### config.mk
export PLATFORM = sky130hd
export DESIGN_NAME = d5m_axis_packer
export DESIGN_NICKNAME = d
export VERILOG_FILES = /design/src/rtl/d5m_axis_packer_pkg.sv /design/src/rtl/d5m_axis_packer_fifo.sv /design/src/rtl/d5m_axis_packer.sv
export SDC_FILE = /design/constraint.sdc
export NUM_CORES = 1
export LEC_CHECK = 0
export CAP_MARGIN = 30
export CORE_ASPECT_RATIO = 0.75
export CORE_MARGIN = 5
export CORE_UTILIZATION = 51
export CTS_CLUSTER_DIAMETER = 30
export DETAILED_ROUTE_END_ITERATION = 6
export GPL_ROUTABILITY_DRIVEN = 0
export PLACE_DENSITY = 0.77
export SYNTH_ARGS = -nofsm -noshare
export SYNTH_HDL_FRONTEND = slang
export SYNTH_SLANG_ARGS = --single-unit
### constraint.sdc
create_clock -name pixclk -period 3.35 [get_ports pixclk]
set_input_delay 0.67 -clock pixclk [delete_from_list [all_inputs] [get_ports pixclk]]
set_output_delay 0.67 -clock pixclk [all_outputs]
set_load 0.01 [all_outputs]
### src/rtl/d5m_axis_packer_pkg.sv
// Shared types and defaults for the D5M raw-bus to AXI4-Stream capture stage.
package d5m_axis_packer_pkg;

   localparam int D5M_DATA_WIDTH  = 12;
   localparam int PIX_FIFO_DEPTH  = 16;
   localparam int PIX_TDATA_WIDTH = 16;

   typedef struct packed {
      logic                       tuser;
      logic                       tlast;
      logic [PIX_TDATA_WIDTH-1:0] data;
   } pix_entry_t;

   typedef enum logic [1:0] {
      WAIT_SOF = 2'd0,
      ACTIVE   = 2'd1,
      DROP     = 2'd2
   } capture_state_t;

   function automatic int cnt_bits(input int depth);
      return $clog2(depth) + 1;
   endfunction

endpackage

### src/rtl/d5m_axis_packer_fifo.sv
// First-word-fall-through pixel FIFO with a registered head stage.
module axis_pixel_fifo
   import d5m_axis_packer_pkg::*;
#(
   parameter type T     = pix_entry_t,
   parameter int  DEPTH = PIX_FIFO_DEPTH,
   localparam int AW    = $clog2(DEPTH),
   localparam int CW    = cnt_bits(DEPTH)
) (
   input  logic          clk,
   input  logic          rst,
   input  logic          wr_en,
   input  T              wr_data,
   input  logic          rd_en,
   output T              rd_data,
   output logic          rd_valid,
   output logic [CW-1:0] count
);

   T              mem_q [DEPTH];
   T              head_q, head_d;
   logic          head_vld_q, head_vld_d;
   logic [AW-1:0] wr_ptr_q, wr_ptr_d;
   logic [AW-1:0] rd_ptr_q, rd_ptr_d;
   logic [CW-1:0] mem_cnt_q, mem_cnt_d;
   logic          pop;
   logic          load;

   always_comb begin
      pop        = rd_en & head_vld_q;
      load       = (pop | ~head_vld_q) & (mem_cnt_q != '0);
      wr_ptr_d   = wr_ptr_q + AW'(wr_en);
      rd_ptr_d   = rd_ptr_q + AW'(load);
      mem_cnt_d  = mem_cnt_q + CW'(wr_en) - CW'(load);
      head_d     = head_q;
      head_vld_d = head_vld_q;
      if (load) begin
         head_d     = mem_q[rd_ptr_q];
         head_vld_d = 1'b1;
      end else if (pop) begin
         head_vld_d = 1'b0;
      end
   end

   always_ff @(posedge clk) begin
      if (wr_en) begin
         mem_q[wr_ptr_q] <= wr_data;
      end
   end

   always_ff @(posedge clk) begin
      if (rst) begin
         head_q     <= '0;
         head_vld_q <= 1'b0;
         wr_ptr_q   <= '0;
         rd_ptr_q   <= '0;
         mem_cnt_q  <= '0;
      end else begin
         head_q     <= head_d;
         head_vld_q <= head_vld_d;
         wr_ptr_q   <= wr_ptr_d;
         rd_ptr_q   <= rd_ptr_d;
         mem_cnt_q  <= mem_cnt_d;
      end
   end

   assign rd_data  = head_q;
   assign rd_valid = head_vld_q;
   assign count    = mem_cnt_q + CW'(head_vld_q);

endmodule

### src/rtl/d5m_axis_packer.sv
// D5M camera raw bus to AXI4-Stream video packer with frame/line statistics.
module d5m_axis_packer
   import d5m_axis_packer_pkg::*;
#(
   parameter int DATA_WIDTH  = D5M_DATA_WIDTH,
   parameter int TDATA_WIDTH = PIX_TDATA_WIDTH,
   parameter int FIFO_DEPTH  = PIX_FIFO_DEPTH,
   parameter int CNT_WIDTH   = 16
) (
   input  logic                   pixclk,
   input  logic                   pixrst,
   input  logic                   ifval,
   input  logic                   ilval,
   input  logic [DATA_WIDTH-1:0]  idata,
   input  logic                   m_axis_tready,
   output logic                   m_axis_tvalid,
   output logic [TDATA_WIDTH-1:0] m_axis_tdata,
   output logic                   m_axis_tuser,
   output logic                   m_axis_tlast,
   input  logic                   ovf_clr,
   output logic                   overflow,
   output logic [CNT_WIDTH-1:0]   line_width,
   output logic [CNT_WIDTH-1:0]   frame_lines,
   output logic [CNT_WIDTH-1:0]   frame_cnt
);

   localparam int CW = cnt_bits(FIFO_DEPTH);
   localparam logic [CNT_WIDTH-1:0] CNT_ONE = CNT_WIDTH'(1);

   typedef struct packed {
      logic                   tuser;
      logic                   tlast;
      logic [TDATA_WIDTH-1:0] data;
   } entry_t;

   capture_state_t         state_q, state_d;
   logic                   ifval_q;
   logic                   sof_q, sof_d;
   logic                   pend_vld_q, pend_vld_d;
   logic                   pend_user_q, pend_user_d;
   logic [TDATA_WIDTH-1:0] pend_data_q, pend_data_d;
   logic [TDATA_WIDTH-1:0] pix_ext;
   logic [CNT_WIDTH-1:0]   pix_cnt_q, pix_cnt_d;
   logic [CNT_WIDTH-1:0]   line_cnt_q, line_cnt_d;
   logic [CNT_WIDTH-1:0]   line_width_q, line_width_d;
   logic [CNT_WIDTH-1:0]   frame_lines_q, frame_lines_d;
   logic [CNT_WIDTH-1:0]   frame_cnt_q, frame_cnt_d;
   logic                   ovf_q, ovf_d;
   logic                   ovf_set;
   logic                   fval_rise, fval_fall, cap;
   logic                   wr_last, wr_en;
   entry_t                 wr_entry, head;
   logic                   head_vld;
   logic [CW-1:0]          fifo_cnt;

   always_comb begin
      pix_ext                 = '0;
      pix_ext[DATA_WIDTH-1:0] = idata;
      fval_rise     = ifval & ~ifval_q;
      fval_fall     = ~ifval & ifval_q;
      cap           = ifval & ilval;
      state_d       = state_q;
      sof_d         = sof_q;
      pend_vld_d    = pend_vld_q;
      pend_user_d   = pend_user_q;
      pend_data_d   = pend_data_q;
      pix_cnt_d     = pix_cnt_q;
      line_cnt_d    = line_cnt_q;
      line_width_d  = line_width_q;
      frame_lines_d = frame_lines_q;
      frame_cnt_d   = frame_cnt_q;
      ovf_set       = 1'b0;
      wr_en         = 1'b0;
      wr_last       = ~cap;
      wr_entry      = '{tuser: pend_user_q, tlast: 1'b0, data: pend_data_q};

      unique case (state_q)
         WAIT_SOF: begin
            if (fval_rise) begin
               state_d = ACTIVE;
               sof_d   = 1'b1;
            end
         end
         ACTIVE: begin
            if (fval_rise) begin
               sof_d = 1'b1;
            end
            if (pend_vld_q) begin
               if (fifo_cnt == CW'(FIFO_DEPTH)) begin
                  ovf_set    = 1'b1;
                  pix_cnt_d  = '0;
                  pend_vld_d = 1'b0;
                  state_d    = DROP;
               end else begin
                  wr_en          = 1'b1;
                  wr_entry.tlast = wr_last;
                  // Last free slot: close the line here rather than lose its end.
                  if (!wr_last && fifo_cnt == CW'(FIFO_DEPTH - 1)) begin
                     wr_entry.tlast = 1'b1;
                     ovf_set        = 1'b1;
                     state_d        = DROP;
                  end
                  if (wr_entry.tlast) begin
                     line_width_d = pix_cnt_q + CNT_ONE;
                     line_cnt_d   = line_cnt_q + CNT_ONE;
                     pix_cnt_d    = '0;
                     pend_vld_d   = 1'b0;
                  end else begin
                     pix_cnt_d = pix_cnt_q + CNT_ONE;
                  end
               end
            end
            if (cap && state_d == ACTIVE) begin
               pend_vld_d  = 1'b1;
               pend_data_d = pix_ext;
               pend_user_d = sof_q | fval_rise;
               sof_d       = 1'b0;
            end
         end
         DROP: begin
            if (!cap) begin
               state_d = ACTIVE;
            end
         end
         default: state_d = WAIT_SOF;
      endcase

      if (state_q != WAIT_SOF && fval_fall) begin
         frame_lines_d = line_cnt_d;
         frame_cnt_d   = frame_cnt_q + CNT_ONE;
         line_cnt_d    = '0;
         state_d       = ACTIVE;
      end

      ovf_d = ovf_set | (ovf_q & ~ovf_clr);
   end

   always_ff @(posedge pixclk) begin
      if (pixrst) begin
         state_q       <= WAIT_SOF;
         ifval_q       <= 1'b1;
         sof_q         <= 1'b0;
         pend_vld_q    <= 1'b0;
         pend_user_q   <= 1'b0;
         pend_data_q   <= '0;
         pix_cnt_q     <= '0;
         line_cnt_q    <= '0;
         line_width_q  <= '0;
         frame_lines_q <= '0;
         frame_cnt_q   <= '0;
         ovf_q         <= 1'b0;
      end else begin
         state_q       <= state_d;
         ifval_q       <= ifval;
         sof_q         <= sof_d;
         pend_vld_q    <= pend_vld_d;
         pend_user_q   <= pend_user_d;
         pend_data_q   <= pend_data_d;
         pix_cnt_q     <= pix_cnt_d;
         line_cnt_q    <= line_cnt_d;
         line_width_q  <= line_width_d;
         frame_lines_q <= frame_lines_d;
         frame_cnt_q   <= frame_cnt_d;
         ovf_q         <= ovf_d;
      end
   end

   axis_pixel_fifo #(
      .T     (entry_t),
      .DEPTH (FIFO_DEPTH)
   ) u_fifo (
      .clk      (pixclk),
      .rst      (pixrst),
      .wr_en    (wr_en),
      .wr_data  (wr_entry),
      .rd_en    (m_axis_tready),
      .rd_data  (head),
      .rd_valid (head_vld),
      .count    (fifo_cnt)
   );

   assign m_axis_tvalid = head_vld;
   assign m_axis_tdata  = head.data;
   assign m_axis_tuser  = head.tuser;
   assign m_axis_tlast  = head.tlast;
   assign overflow      = ovf_q;
   assign line_width    = line_width_q;
   assign frame_lines   = frame_lines_q;
   assign frame_cnt     = frame_cnt_q;

endmodule

== Word-level counts from Yosys, hierarchy flattened ==
Memory sizes are Yosys's and may differ from the RTL's. A register that Yosys moved wholly into a read port is not among the register bits.
Cells that the tools add are included.

* Mux-type cells: 39
* Bitwise gates (word level): 15
* $lt $le $gt $ge: 0
* Equal/unequal tests: 9
* Reductions and logical operators: 14
* Div/mod/pow operators: 0
* $mul: 0
* Shift operators: 0
* Add/sub/neg operators: 8

{| class="wikitable"
|+ Operators with widths
! kind !! number
|-
| $mux 16 || 6
|-
| $add 16x1->16 const B || 3
|-
| $mux 1 || 25
|-
| $mux 2 || 6
|-
| $add 5x1->5 || 2
|-
| $add 4x1->4 || 2
|-
| $reduce_and 2->1 || 4
|-
| $and 1x1->1 || 6
|-
| $ne 3x3->1 const B || 2
|-
| $not 1->1 || 6
|-
| $pmux 2 s3 || 1
|-
| $reduce_bool 2->1 || 3
|-
| $eq 5x4->1 const B || 1
|-
| $eq 5x5->1 const B || 1
|-
| $reduce_bool 5->1 || 1
|-
| $sub 5x1->5 || 1
|-
| $eq 2x1->1 const B || 2
|-
| $ne 2x2->1 const B || 2
|-
| $reduce_and 4->1 || 1
|-
| $logic_and 1x1->1 || 3
|-
| $or 1x1->1 || 3
|-
| $eq 2x2->1 const B || 1
|-
| $logic_not 2->1 || 1
|-
| $pmux 1 s2 || 1
|-
| $reduce_or 2->1 || 1
|}

* Output and inout port bits: 68
* ROM bits: 0
* Bits of input ports: 18
* Bits in latches: 0
* Register bits after elaboration: 129
* Memories: 1
* RAM bits: 224

{| class="wikitable"
|+ Memories
! memory !! words !! bits a word !! read ports !! clocked after memory_dff !! wr ports !! line !! source
|-
| u_fifo.mem_q || 16 || 14 || 1 || 1 || 1 || d5m_axis_packer_fifo.sv:20 || <nowiki>T mem_q [DEPTH];</nowiki>
|}

== Depth between registers and ports, before layout ==
Gate-level depths: netlist of the first run.

* Depth in word-level cells: 11
* Mapped depth: 18
* Gate-level depth less buffers: 16

== Modules after synthesis ==
From an unflattened synthesis of the first run, not the netlist that was laid out.

* Cells, all modules: 1,054
* Area, all modules: 16,613.4 um^2

{| class="wikitable"
|+ Modules (own cells, without submodules)
! module !! cells an instance !! instances !! sequential area each (um^2) !! area an instance (um^2)
|-
| axis_pixel_fifo || 577 || 1 || 9,288.9 || 12,385.6
|-
| d5m_axis_packer || 477 || 1 || 1,981.9 || 4,227.8
|}

== Least setup slack after synthesis of the first run ==
OpenSTA, ideal clock, no wires.

* Kind: register to register
* Start: reg u_fifo.head_vld_q (netlist: u_fifo.rd_valid)
* End: mem u_fifo.mem_q[1][0] in the netlist's numbering, enable pin
* Path slack: 0.029 ns
* Required time: 2.947 ns
* Setup time: 0.403 ns
* Stages on the path, launching flop included: 9
* Arrival time: 2.918 ns
* Buffers on the path: 2
* Cell sequence: dfxtp_1 > ha_1 > ha_1 > and4b_1 > o211ai_1 > buf_2 > clkbuf_1 > nand4b_1 > nor3_1

* Longest elaborated chain between the ends: 7

{| class="wikitable"
|+ RTL lines
! what !! line !! source
|-
| from (decl) || d5m_axis_packer_fifo.sv:22 || <nowiki>logic head_vld_q, head_vld_d;</nowiki>
|-
| from (signal assigned) || d5m_axis_packer_fifo.sv:60 || <nowiki>head_vld_q <= head_vld_d;</nowiki>
|-
| $add 5x1->5 || d5m_axis_packer_fifo.sv:69 || <nowiki>assign count = mem_cnt_q + CW'(head_vld_q);</nowiki>
|-
| $eq 5x5->1 || d5m_axis_packer.sv:89 || <nowiki>if (fifo_cnt == CW'(FIFO_DEPTH)) begin</nowiki>
|-
| $mux 1 || d5m_axis_packer.sv:89 ||
|-
| $mux 1 || d5m_axis_packer.sv:88 || <nowiki>if (pend_vld_q) begin</nowiki>
|-
| $mux 1 || d5m_axis_packer.sv:77 || <nowiki>unique case (state_q)</nowiki>
|-
| $mux 1 || d5m_axis_packer_fifo.sv:46 || <nowiki>if (wr_en) begin</nowiki>
|-
| $mux 1 (not written as such) || d5m_axis_packer_fifo.sv:47 || <nowiki>mem_q[wr_ptr_q] <= wr_data;</nowiki>
|-
| to (decl) || d5m_axis_packer_fifo.sv:20 ||
|}

Every way passes these cells.

== Worst setup path in the final report of the first run ==
* Start: reg u_fifo.head_vld_q (netlist: u_fifo.rd_valid)
* End: reg u_fifo.mem_cnt_q[4]

* Longest elaborated chain between the ends: 7
* Elaborated cells on any way between the ends: 11
* Those cells by class: 3 x add/sub; 1 x eq/ne; 3 x mux; 4 x bitwise

{| class="wikitable"
|+ RTL lines
! what !! line !! source
|-
| $add 5x1->5 || d5m_axis_packer_fifo.sv:69 ||
|-
| $eq 5x5->1 || d5m_axis_packer.sv:89 ||
|-
| $mux 1 || d5m_axis_packer.sv:89 ||
|-
| $mux 1 || d5m_axis_packer.sv:88 ||
|-
| $mux 1 || d5m_axis_packer.sv:77 ||
|-
| $add 5x1->5 || d5m_axis_packer_fifo.sv:34 || <nowiki>mem_cnt_d = mem_cnt_q + CW'(wr_en) - CW'(load);</nowiki>
|-
| $sub 5x1->5 * || d5m_axis_packer_fifo.sv:34 ||
|-
| to (signal assigned) || d5m_axis_packer_fifo.sv:63 || <nowiki>mem_cnt_q <= mem_cnt_d;</nowiki>
|-
| to (decl) || d5m_axis_packer_fifo.sv:25 || <nowiki>logic [CW-1:0] mem_cnt_q, mem_cnt_d;</nowiki>
|}

Every way passes the cells marked *; elsewhere a longest branch is shown, timed or not.
A chain may end at the register's enable or synchronous reset.

==> results by group, run 1 <==
Floorplanning
  – Starting utilization of the core area: 51.57%
  – Core area: 27,920 sq um
  – Std cell rows: 53
  – I/O Pins: 86
  – Die boundary width: 204.0 microns
  – Height of the die: 155.5 microns
  – Die Footprint: 31,730 sq um

Placed design
  – Port Buf Inserts: 81
  – Placed wire-length estimate after detailed placement: 20.15 mm
  – Setup slack after placement: 0.1790 ns

Synthesis
  – Netlist area before placement: 14,400 sq um
  – Ranking of synthesized cells by instance count: 224 x edfxtp_1, 127 x dfxtp_1, 72 x nor2_1
  – Cell variety after synth: 74
  – Share of cell area taken by muxes after synthesis: 11.74%
  – Fraction of registers with async set or reset after synthesis: 0%
  – Dominant combinational cell family by area after synthesis: multiplexers
  – Number of warning messages in the yosys log: 0
  – Share of the synthesized netlist area taken by xor and xnor gates: 2.068%
  – Area share of and/or/nand/nor cells after synthesis: 9.220%
  – Top post-synthesis cells by area: edfxtp_1 47%, dfxtp_1 18%, mux4_2 8.8%
  – Cell taking the most area after synthesis: edfxtp_1
  – Most used standard cell by instance count after synthesis: edfxtp_1
  – EDFF count, synth: 224
  – Compound-gate portion of the synthesized area: 8.308%
  – Proportion of netlist area held by the largest area contributor: 46.72%
  – Instance count of the mapped netlist: 1,012
  – Synthesized area per cell: 14.23 sq um
  – Commonest register cell after synthesis: edfxtp_1
  – FF+latch count, synth: 351
  – Register area share after synthesis: 64.38%
  – Share of synthesized cell area in full adder, half adder and majority cells: 1.616%

Setup path
  – Startpoint kind of the worst setup timing path: register
  – Worst setup EP type: register
  – Biggest fanout along the worst timing path: 6
  – CP required: 3.83 ns
  – Worst Setup Path Type: reg -> reg
  – Signal arrival time at the worst endpoint: 3.52 ns

Timing
  – Final setup slack of the worst path: 0.3089 ns
  – Number of setup violations in the final report: 0
  – Final Max Slew Viols: 0
  – Final Cycle Share: 90.78%
  – Max-slew headroom: 39.95%
  – Final Skew: 0.03059 ns
  – Count of endpoints failing hold in the final timing report: 0
  – Worst hold slack after final layout: 0.4755 ns
  – Actual transition at the worst max-transition pin: 0.8997 ns
  – Fmax: 0.3288 GHz
  – Post-layout min period: 3.041 ns

Clock tree
  – Postcts setup bufs: 0
  – Skew-Pair Late Insertion Delay: 0.57 ns
  – Cell at the root of the clock tree: clkbuf_16
  – CTS tree: built
  – Quantity of hold-fixing buffers added after cts: 0
  – Clock Sinks: 351
  – Number of buffers inserted during clock tree synthesis: 55
  – Number of buffers on the longest clock path: 3
  – Level count of the clock H-tree: 2
  – Clock Pin Slew Worst Setup and Hold Paths: 0.05 ns
  – PostCTS Resize Cnt: 0

Routing
  – Routed wire length: 33.22 mm
  – Drt first-iter violations: 733
  – Overall via count from detail_route: 9,186
  – Antenna Violating Nets Remaining: 0
  – Detailed Routing Iterations Pass 1: 5
  – Mean routed wirelength per cell: 21.21 microns
  – Vias per inst: 5.866
  – # DRC: 0

Final layout
  – Layout cells sized above 1: 20.83%
  – Diode count: 0
  – Number of fillers in the final layout: 1,982
  – Area overhead of the layout relative to synthesis: 23.82%
  – Area taken by multi-input logic gates: 4792 sq um
  – Final net count: 1,171
  – Storage cell area: 9275 sq um

Global routing
  – GR Overflow Total: 0
  – Wire length of the first global-routing pass: 52.01 mm
  – Via count of the first global-routing pass: 9,042
  – Pin count of the biggest net entering global routing: 59
  – Number of antenna violations at the first check in global routing: 0
  – Overall track demand over capacity in global routing: 21.01%

Job
  – Max Cap Violations: 0

Pwr
  – Total power divided by cell area: 732.0 nW/um^2
  – Static power due to leakage: 0.005982 uW
  – Worst vdd rail ir drop: 0.0004662 V

Run status
  – Run status: finished, final reports clean

Worst hold path
  – Worst min-delay path class: reg -> reg
-- layout make-up --
class	count	area share [%]
flip-flops and latches	351	52.03
multi-input cells	578	26.88
clock buffers	64	8.317
repair buffers	128	6.640
clock inverters	39	2.990
well taps	385	2.702
inverters	21	0.4422
-- through the flow --
stage	total power, uW	cells	util, %	area [sq um]	setup TNS (ns)
floorplan	6413	1015	-	14410	0
global placement	6974	1463	56.59	15800	0
detailed placement	7011	1463	56.59	15800	0
CTS	13140	1566	63.81	17820	0
global route	13590	1566	63.86	17830	-0.002327
finish	13050	1566	63.86	17830	0
-- cell families (layout without fill, tap and decap cells) --
family	after synthesis	in the layout
DFF	351	351
and+or+nand+nor	261	261
AOI/OAI and AO/OA	164	164
muxes	97	97
buffers and inverters	86	252
xor gates and xnor gates	34	34
adders and majority gates	18	18
other	1	4
-- power by group --
group / leakage [uW] / internal [uW] / total [uW] / switching (uW)
clock network: 0.000981 / 3990 / 6100 / 2110
registers: 0.00302 / 4690 / 4840 / 156
logic: 0.00198 / 1050 / 2110 / 1060
total: 0.00598 / 9730 / 13000 / 3320
-- routing by layer --
metal,share of wire (%),up-vias,routed length [microns],global-route usage [%]
li1,-,4173,-,-
met1,44,4583,14640,30.20
met2,47,379,15650,33.27
met3,7.2,51,2396,4.501
met4,1.6,0,538,5.230
met5,0,-,0,0
-- path summary, 6_finish.rpt --
kind | endpoint | slack (ns) | depth (start not counted) | from
setup / recovery | u_fifo.mem_cnt_q[4] | 0.31 | 16 | u_fifo.rd_valid
hold reg to reg | line_width[0] | 0.48 | 2 | line_width[0]
hold / removal | line_width[0] | 0.48 | 2 | line_width[0]
setup reg to reg | u_fifo.mem_cnt_q[4] | 0.31 | 16 | u_fifo.rd_valid
-- cells in the final DEF, fill, tap and decap left out, types with 10 or more instances in the layout --
master           count
nand3_1             23
or4_1               10
o21ai_0             28
a221oi_1            15
a31oi_1             13
clkdlybuf4s50_1     80
xor2_1              22
buf_4               45
a211oi_2            10
nand2_1             57
inv_6               11
dfxtp_1            124
ha_1                15
a21oi_1             39
nor3_1              15
xnor2_1             12
nor2_1              71
and3_1              10
mux4_2              56
edfxtp_1           224
inv_1               20
mux2_2              14
nand4_1             13
bufinv_16           10
clkbuf_16           57
mux2i_1             26
-- sequential cells by signal (all words and copies together) (netlist names) --
name,flops
pix_cnt_q,16
u_fifo.mem_q,224
u_fifo.mem_cnt_q,5
line_width,16
u_fifo.wr_ptr_q,4
sof_q,1
u_fifo.rd_data,14
state_q,2
ifval_q,1
frame_lines,16
overflow,1
line_cnt_q,16
pend_user_q,1
pend_data_q,12
u_fifo.rd_valid,1
u_fifo.rd_ptr_q,4
pend_vld_q,1
frame_cnt,16
-- critical path: stages, from the launching register on --
cell	delay, ns
dfxtp_1	0.38
ha_2	0.22
ha_2	0.23
and2b_1	0.20
a211oi_2	0.08
o211ai_1	0.22
nand2_1	0.14
ha_1	0.30
inv_1	0.04
ha_1	0.19
inv_1	0.07
fa_1	0.19
inv_1	0.05
a21oi_1	0.14
nor2_1	0.06
or3_1	0.33
a21oi_1	0.13
Note: power is estimated with default switching activity, not from simulation.
==> run 2: changes to the inputs <==
CORE_MARGIN = not set   (was 5)
TNS_END_PERCENT = 30   (was not set)
==> run 2 against run 1 <==
First-iteration DRC count fell by 5.3%. Critical endpoint unchanged. Total power shrank 1.9%. Sequential share of layout area rose by 0.59 points. Clock-buffer cell count down 2. Maximum frequency is 2.1% lower. Critical path type unchanged. Combinational power barely moved. Flip-flop and latch count did not move. Largest power group unchanged. Utilization up 0.66 points. Non-clock buffer count decreased by 5. Design area down 1.1%. Die area is 8.9% lower.
==> results by group, run 2 (same netlist as run 1, synthesis figures left out) <==
Worst hold path
  – Worst min-delay path class: reg -> reg
  – Startpoint of the worst hold path: overflow
  – Hold endpoint: overflow
  – Hold Crit Depth: 2

Floorplanning
  – Std cell rows: 52
  – Starting utilization of the core area: 52.69%
  – I/O Pins: 86
  – Die Footprint: 28,910 sq um
  – Core area: 27,330 sq um
  – Height of the die: 147.5 microns
  – Die boundary width: 196.0 microns

Clock tree
  – Number of buffers inserted during clock tree synthesis: 53
  – CTS tree: built
  – Clock Sinks: 351
  – Quantity of hold-fixing buffers added after cts: 0
  – Clock Pin Slew Worst Setup and Hold Paths: 0.05 ns
  – Cell at the root of the clock tree: clkbuf_16
  – Skew-Pair Late Insertion Delay: 0.58 ns
  – Level count of the clock H-tree: 2
  – Number of buffers on the longest clock path: 3

Timing
  – Final Skew: 0.03140 ns
  – Fmax: 0.3219 GHz
  – Number of setup violations in the final report: 0
  – Final setup slack of the worst path: 0.2433 ns
  – Setup repair after global routing missed its margin: no
  – Final total negative setup slack: 0 ns
  – Final Cycle Share: 92.74%
  – Post-layout min period: 3.107 ns
  – Final Max Slew Viols: 0
  – Worst hold slack after final layout: 0.4812 ns
  – Actual transition at the worst max-transition pin: 0.7002 ns
  – Count of endpoints failing hold in the final timing report: 0
  – Max-slew headroom: 53.26%

Placed design
  – Placed wire-length estimate after detailed placement: 19.25 mm
  – Setup slack after placement: 0.1226 ns
  – Port Buf Inserts: 81
  – Placed inst area: 15,730 sq um
  – Total placed cells including tap cells: 1,423

Final layout
  – Final Instance Count excl. Fillers: 1,522
  – Final net count: 1,164
  – Most common cell after layout, fill and taps aside: edfxtp_1
  – Flip-flop count of the largest register, all copies and words added: 224
  – Largest register by flop count: u_fifo.mem_q
  – Leading cell types in the layout, fill and taps excluded: 224 x edfxtp_1, 123 x dfxtp_1, 80 x clkdlybuf4s50_1, 71 x nor2_1, 57 x nand2_1
  – Area of all placed cells without fillers: 17,630 sq um
  – Diode count: 0
  – Area overhead of the layout relative to synthesis: 22.45%
  – Layout cells sized above 1: 19.81%

Setup path
  – Signal arrival time at the worst endpoint: 3.51 ns
  – Crit-path leading delay family: adder cells
  – Setup slack, reg-to-reg: 0.24 ns
  – CP required: 3.76 ns
  – Worst setup EP type: register
  – Master of the slowest instance on the critical path: fa_1
  – Origin of the critical flop-to-flop path: u_fifo.rd_valid
  – Biggest fanout along the worst timing path: 6
  – Worst Setup Path Type: reg -> reg
  – Longest individual stage delay on the worst path: 0.41 ns
  – Destination of the worst register-to-register timing path: u_fifo.mem_cnt_q[4]
  – Sum of buffers and inverters on the critical path: 3
  – Cells along the critical path: ha_1 > ha_2 > and2b_1 > a211oi_2 > o211ai_1 > nand2_1 > ha_1 > inv_1 > ha_1 > inv_1 > fa_1 > inv_1 > a21oi_1 > nor2_1 > or3_1 > a21oi_1
  – Startpoint kind of the worst setup timing path: register
  – Worst Reg2Reg Path Length in Cells: 16

Routing
  – Overall via count from detail_route: 9,126
  – Mean routed wirelength per cell: 21.50 microns
  – Detailed Routing Iterations Pass 1: 5
  – Vias per inst: 5.996
  – Antenna Violating Nets Remaining: 0
  – Routed wire length: 32.73 mm
  – # DRC: 0
  – Drt first-iter violations: 694

Pwr
  – Power spent charging and discharging nets: 3240 uW
  – Switch share: 25.31%
  – Combinational fraction of design power: 16.4%
  – Total power divided by cell area: 726.0 nW/um^2
  – Sequential cell fraction of total power: 38.4%
  – Worst vdd rail ir drop: 0.0003586 V
  – Static power due to leakage: 0.005893 uW
  – Int Power: 9559 uW
  – Clock power frac: 45.3%

Run status
  – Run status: finished, final reports clean

Global routing
  – Pin count of the biggest net entering global routing: 59
  – Wire length of the first global-routing pass: 51.27 mm
  – Overall track demand over capacity in global routing: 23.27%
  – Number of antenna violations at the first check in global routing: 0
  – GR Overflow Total: 0
  – Via count of the first global-routing pass: 9,006

Job
  – Max Cap Violations: 0
==> run 2: area by class of cell <==
type | count | area (sq um)
tap | 351 | 439.2
clock buffer | 62 | 1423
multi-input combinational | 578 | 4790
sequential | 351 | 9276
inverter | 21 | 78.83
timing repair buffer | 123 | 1159
clock inverter | 36 | 464.2
fill | 1925 | 9697
==> run 2: through the flow <==
stage,utilization (%),total power [uW]
5_1_grt,64.51,13240
2_1_floorplan,-,6413
3_3_place_gp,57.52,6976
6_report,64.51,12800
3_5_place_dp,57.55,7050
4_1_cts,64.45,12850
==> run 2: tightest hold or removal path, cell delays in order (launching register included) <==
cell	delay (ns)
dfxtp_1	0.31
nand2b_1	0.07
a21oi_1	0.06
==> run 2: timing repair <==
| action | in CTS | in global routing |
|---|---|---|
| endpoints found under the setup margin | 0 | 2 |
| buffers inserted | 0 | 1 |
| resized for setup | 0 | 4 |
==> run 2: worst max-delay path by stage <==
stage,start,to,slack (ns),cells after the start
finish,u_fifo.rd_valid,u_fifo.mem_cnt_q[4],0.24,16
global route,u_fifo.rd_valid,u_fifo.mem_cnt_q[4],0.005,16
CTS,u_fifo.rd_valid,u_fifo.mem_cnt_q[4],0.05,16
detailed placement,u_fifo.rd_valid,u_fifo.mem_cnt_q[4],0.12,16
global placement,u_fifo.rd_valid,u_fifo.mem_cnt_q[4],0.33,16
floorplan,u_fifo.rd_valid,u_fifo.mem_q[1][0],0.03,8
==> run 2: routing by layer <==
| layer | GRT usage [%] | vias up | part of all wire (%) |
|---|---|---|---|
| met5 | 0 | - | 0 |
| li1 | - | 4151 | - |
| met1 | 33.89 | 4556 | 45 |
| met2 | 35.32 | 365 | 45 |
| met3 | 4.472 | 54 | 7.5 |
| met4 | 7.734 | 0 | 2.1 |
==> run 2: power groups by stage <==
stage,clock network [uW],registers (uW),logic (uW)
after floorplan,0,4880,1530
after global placement,0,4990,1990
after detailed placement,0,4990,2060
after CTS,5850,4910,2090
after global routing,6050,4930,2260
final,5790,4910,2100
==> run 3: changes to the inputs <==
CELL_PAD_IN_SITES_DETAIL_PLACEMENT = 1   (was not set)
CELL_PAD_IN_SITES_GLOBAL_PLACEMENT = 2   (was not set)
CORE_UTILIZATION = 39   (was 51)
MAX_ROUTING_LAYER = met4   (was not set)
PLACE_DENSITY = 0.8   (was 0.77)
==> run 3 against run 2 <==
Register-to-register slack worse by 0.03 ns. Maximum frequency is 1.1% lower. Via count is 1.5% higher. Cell count up 11%. Combinational power hardly changed. Global-route usage down 2.0 points. Flip-flop and latch count is the same. Critical path depth stayed put. Critical path type unchanged.
==> results by group, run 3 (same netlist as run 1, synthesis figures left out) <==
Global routing
  – Via count of the first global-routing pass: 9,857
  – Number of antenna violations at the first check in global routing: 0
  – Overall track demand over capacity in global routing: 21.29%
  – Pin count of the biggest net entering global routing: 46
  – GR Overflow Total: 0
  – Wire length of the first global-routing pass: 58.48 mm

Floorplanning
  – Core area: 36,110 sq um
  – Height of the die: 168.4 microns
  – Starting utilization of the core area: 39.87%
  – Std cell rows: 60
  – I/O Pins: 86
  – Die boundary width: 223.9 microns
  – Die Footprint: 37,700 sq um

Timing
  – Final Max Slew Viols: 0
  – Actual transition at the worst max-transition pin: 0.8780 ns
  – Final setup slack of the worst path: 0.2089 ns
  – Post-layout min period: 3.141 ns
  – Final total negative setup slack: 0 ns
  – Setup repair after global routing missed its margin: no
  – Number of setup violations in the final report: 0
  – Count of endpoints failing hold in the final timing report: 0
  – Final Cycle Share: 93.77%
  – Fmax: 0.3184 GHz
  – Final Skew: 0.02687 ns
  – Max-slew headroom: 41.25%

Setup path
  – Worst Reg2Reg Path Length in Cells: 16
  – Origin of the critical flop-to-flop path: u_fifo.rd_valid
  – Master of the slowest instance on the critical path: dfxtp_1
  – Biggest fanout along the worst timing path: 6
  – Setup slack, reg-to-reg: 0.21 ns
  – Crit-path leading delay family: adder cells
  – Signal arrival time at the worst endpoint: 3.63 ns
  – Sum of buffers and inverters on the critical path: 3
  – CP required: 3.84 ns
  – Worst Setup Path Type: reg -> reg
  – Cells along the critical path: ha_2 > ha_2 > and2b_1 > a211oi_2 > o211ai_1 > nand2_1 > ha_1 > inv_1 > ha_1 > inv_1 > fa_1 > inv_1 > a21oi_1 > nor2_1 > or3_1 > a21oi_1
  – Startpoint kind of the worst setup timing path: register
  – Longest individual stage delay on the worst path: 0.38 ns
  – Destination of the worst register-to-register timing path: u_fifo.mem_cnt_q[4]
  – Worst setup EP type: register
  – CP most frequent cell: inv_1

Final layout
  – Largest register by flop count: u_fifo.mem_q
  – Flip-flop count of the largest register, all copies and words added: 224
  – Diode count: 0
  – Leading cell types in the layout, fill and taps excluded: 224 x edfxtp_1, 123 x dfxtp_1, 80 x clkdlybuf4s50_1, 71 x nor2_1, 71 x clkbuf_16
  – Final Instance Count excl. Fillers: 1,697
  – Layout cells sized above 1: 21.65%
  – Final net count: 1,185
  – Area overhead of the layout relative to synthesis: 26.32%
  – Most common cell after layout, fill and taps aside: edfxtp_1

Pwr
  – Static power due to leakage: 0.006071 uW
  – Worst vdd rail ir drop: 0.0003437 V
  – Overall power after layout: 13,530 uW
  – Total power divided by cell area: 744.0 nW/um^2

Routing
  – Detailed Routing Iterations Pass 1: 5
  – Overall via count from detail_route: 9,265
  – Drt first-iter violations: 605
  – Mean routed wirelength per cell: 22.20 microns
  – Routed wire length: 37.68 mm
  – Vias per inst: 5.460
  – Antenna Violating Nets Remaining: 0
  – # DRC: 0

Placed design
  – Port Buf Inserts: 81
  – Placed wire-length estimate after detailed placement: 23.63 mm
  – Setup slack after placement: 0.1446 ns
  – Total placed cells including tap cells: 1,577

Worst hold path
  – Hold Crit Depth: 2
  – Startpoint of the worst hold path: overflow
  – Hold endpoint: overflow
  – Worst min-delay path class: reg -> reg

Clock tree
  – Number of buffers inserted during clock tree synthesis: 66
  – Skew-Pair Late Insertion Delay: 0.57 ns
  – PostCTS Resize Cnt: 0
  – Clock Sinks: 351
  – Quantity of hold-fixing buffers added after cts: 0
  – Clock Pin Slew Worst Setup and Hold Paths: 0.05 ns
  – Level count of the clock H-tree: 3
  – Number of buffers on the longest clock path: 3
  – Cell at the root of the clock tree: clkbuf_16
  – Postcts setup bufs: 0
  – CTS tree: built

Job
  – Max Cap Violations: 0

Run status
  – Run status: finished, final reports clean
## run 3: cell count changes in the layout (fill, tap and decap cells not counted)
| cell | change |
|---|---|
| ha_1 | -1 |
| clkinvlp_4 | +5 |
| bufinv_16 | -7 |
| clkinv_4 | +4 |
| clkbuf_16 | +16 |
| clkinv_1 | +4 |
| clkinv_2 | -3 |
| inv_8 | +3 |
| inv_6 | +1 |
| buf_12 | +1 |
| clkbuf_1 | -1 |
| ha_2 | +1 |
| buf_4 | +7 |
## run 3: per-stage QoR
step           hold WS (ns)  util, %  cell area, sq um
6_report             0.4780    50.37             18190
5_1_grt              0.5072    50.37             18190
4_1_cts              0.4822    50.33             18170
3_5_place_dp         0.4747    44.27             15990
3_3_place_gp         0.4676    44.27             15990
2_1_floorplan        0.4593        -             14410
## run 3: worst max-delay path by stage
stage | from | slack, ns | depth (start not counted) | endpoint
after global routing | u_fifo.rd_valid | 0.03 | 16 | u_fifo.mem_cnt_q[4]
after detailed placement | u_fifo.rd_valid | 0.14 | 16 | u_fifo.mem_cnt_q[4]
after global placement | u_fifo.rd_valid | 0.25 | 16 | u_fifo.mem_cnt_q[4]
final | u_fifo.rd_valid | 0.21 | 16 | u_fifo.mem_cnt_q[4]
after CTS | u_fifo.rd_valid | 0.11 | 16 | u_fifo.mem_cnt_q[4]
after floorplan | u_fifo.rd_valid | 0.03 | 8 | u_fifo.mem_q[1][0]
## run 3: final cells by class
type,instances,area [sq um]
tap,496,620.6
multi-input combinational,578,4792
fill,3487,17920
inverter,21,78.83
clock inverter,43,369.1
timing repair buffer,131,1231
sequential,351,9276
clock buffer,77,1819
## run 3: tightest hold or removal path, delay by kind of cell, from the launching register on
| family | cells | cell delay [ns] |
|---|---|---|
| DFF | 1 | 0.30 |
| and+or+nand+nor | 1 | 0.07 |
| AOI/OAI and AO/OA | 1 | 0.06 |
## run 3: where the power goes
| group | internal, uW | switching, uW | total (uW) |
|---|---|---|---|
| sequential | 4690 | 262 | 4950 |
| combinational | 1080 | 1030 | 2110 |
| clock | 4150 | 2310 | 6460 |
## run 3: routing by layer
metal / share of wire, % / global-route usage, %
met1: 46 / 28.84
met2: 46 / 31.85
met3: 5.6 / 4.468
met4: 2.1 / 7.177
met5: 0 / -
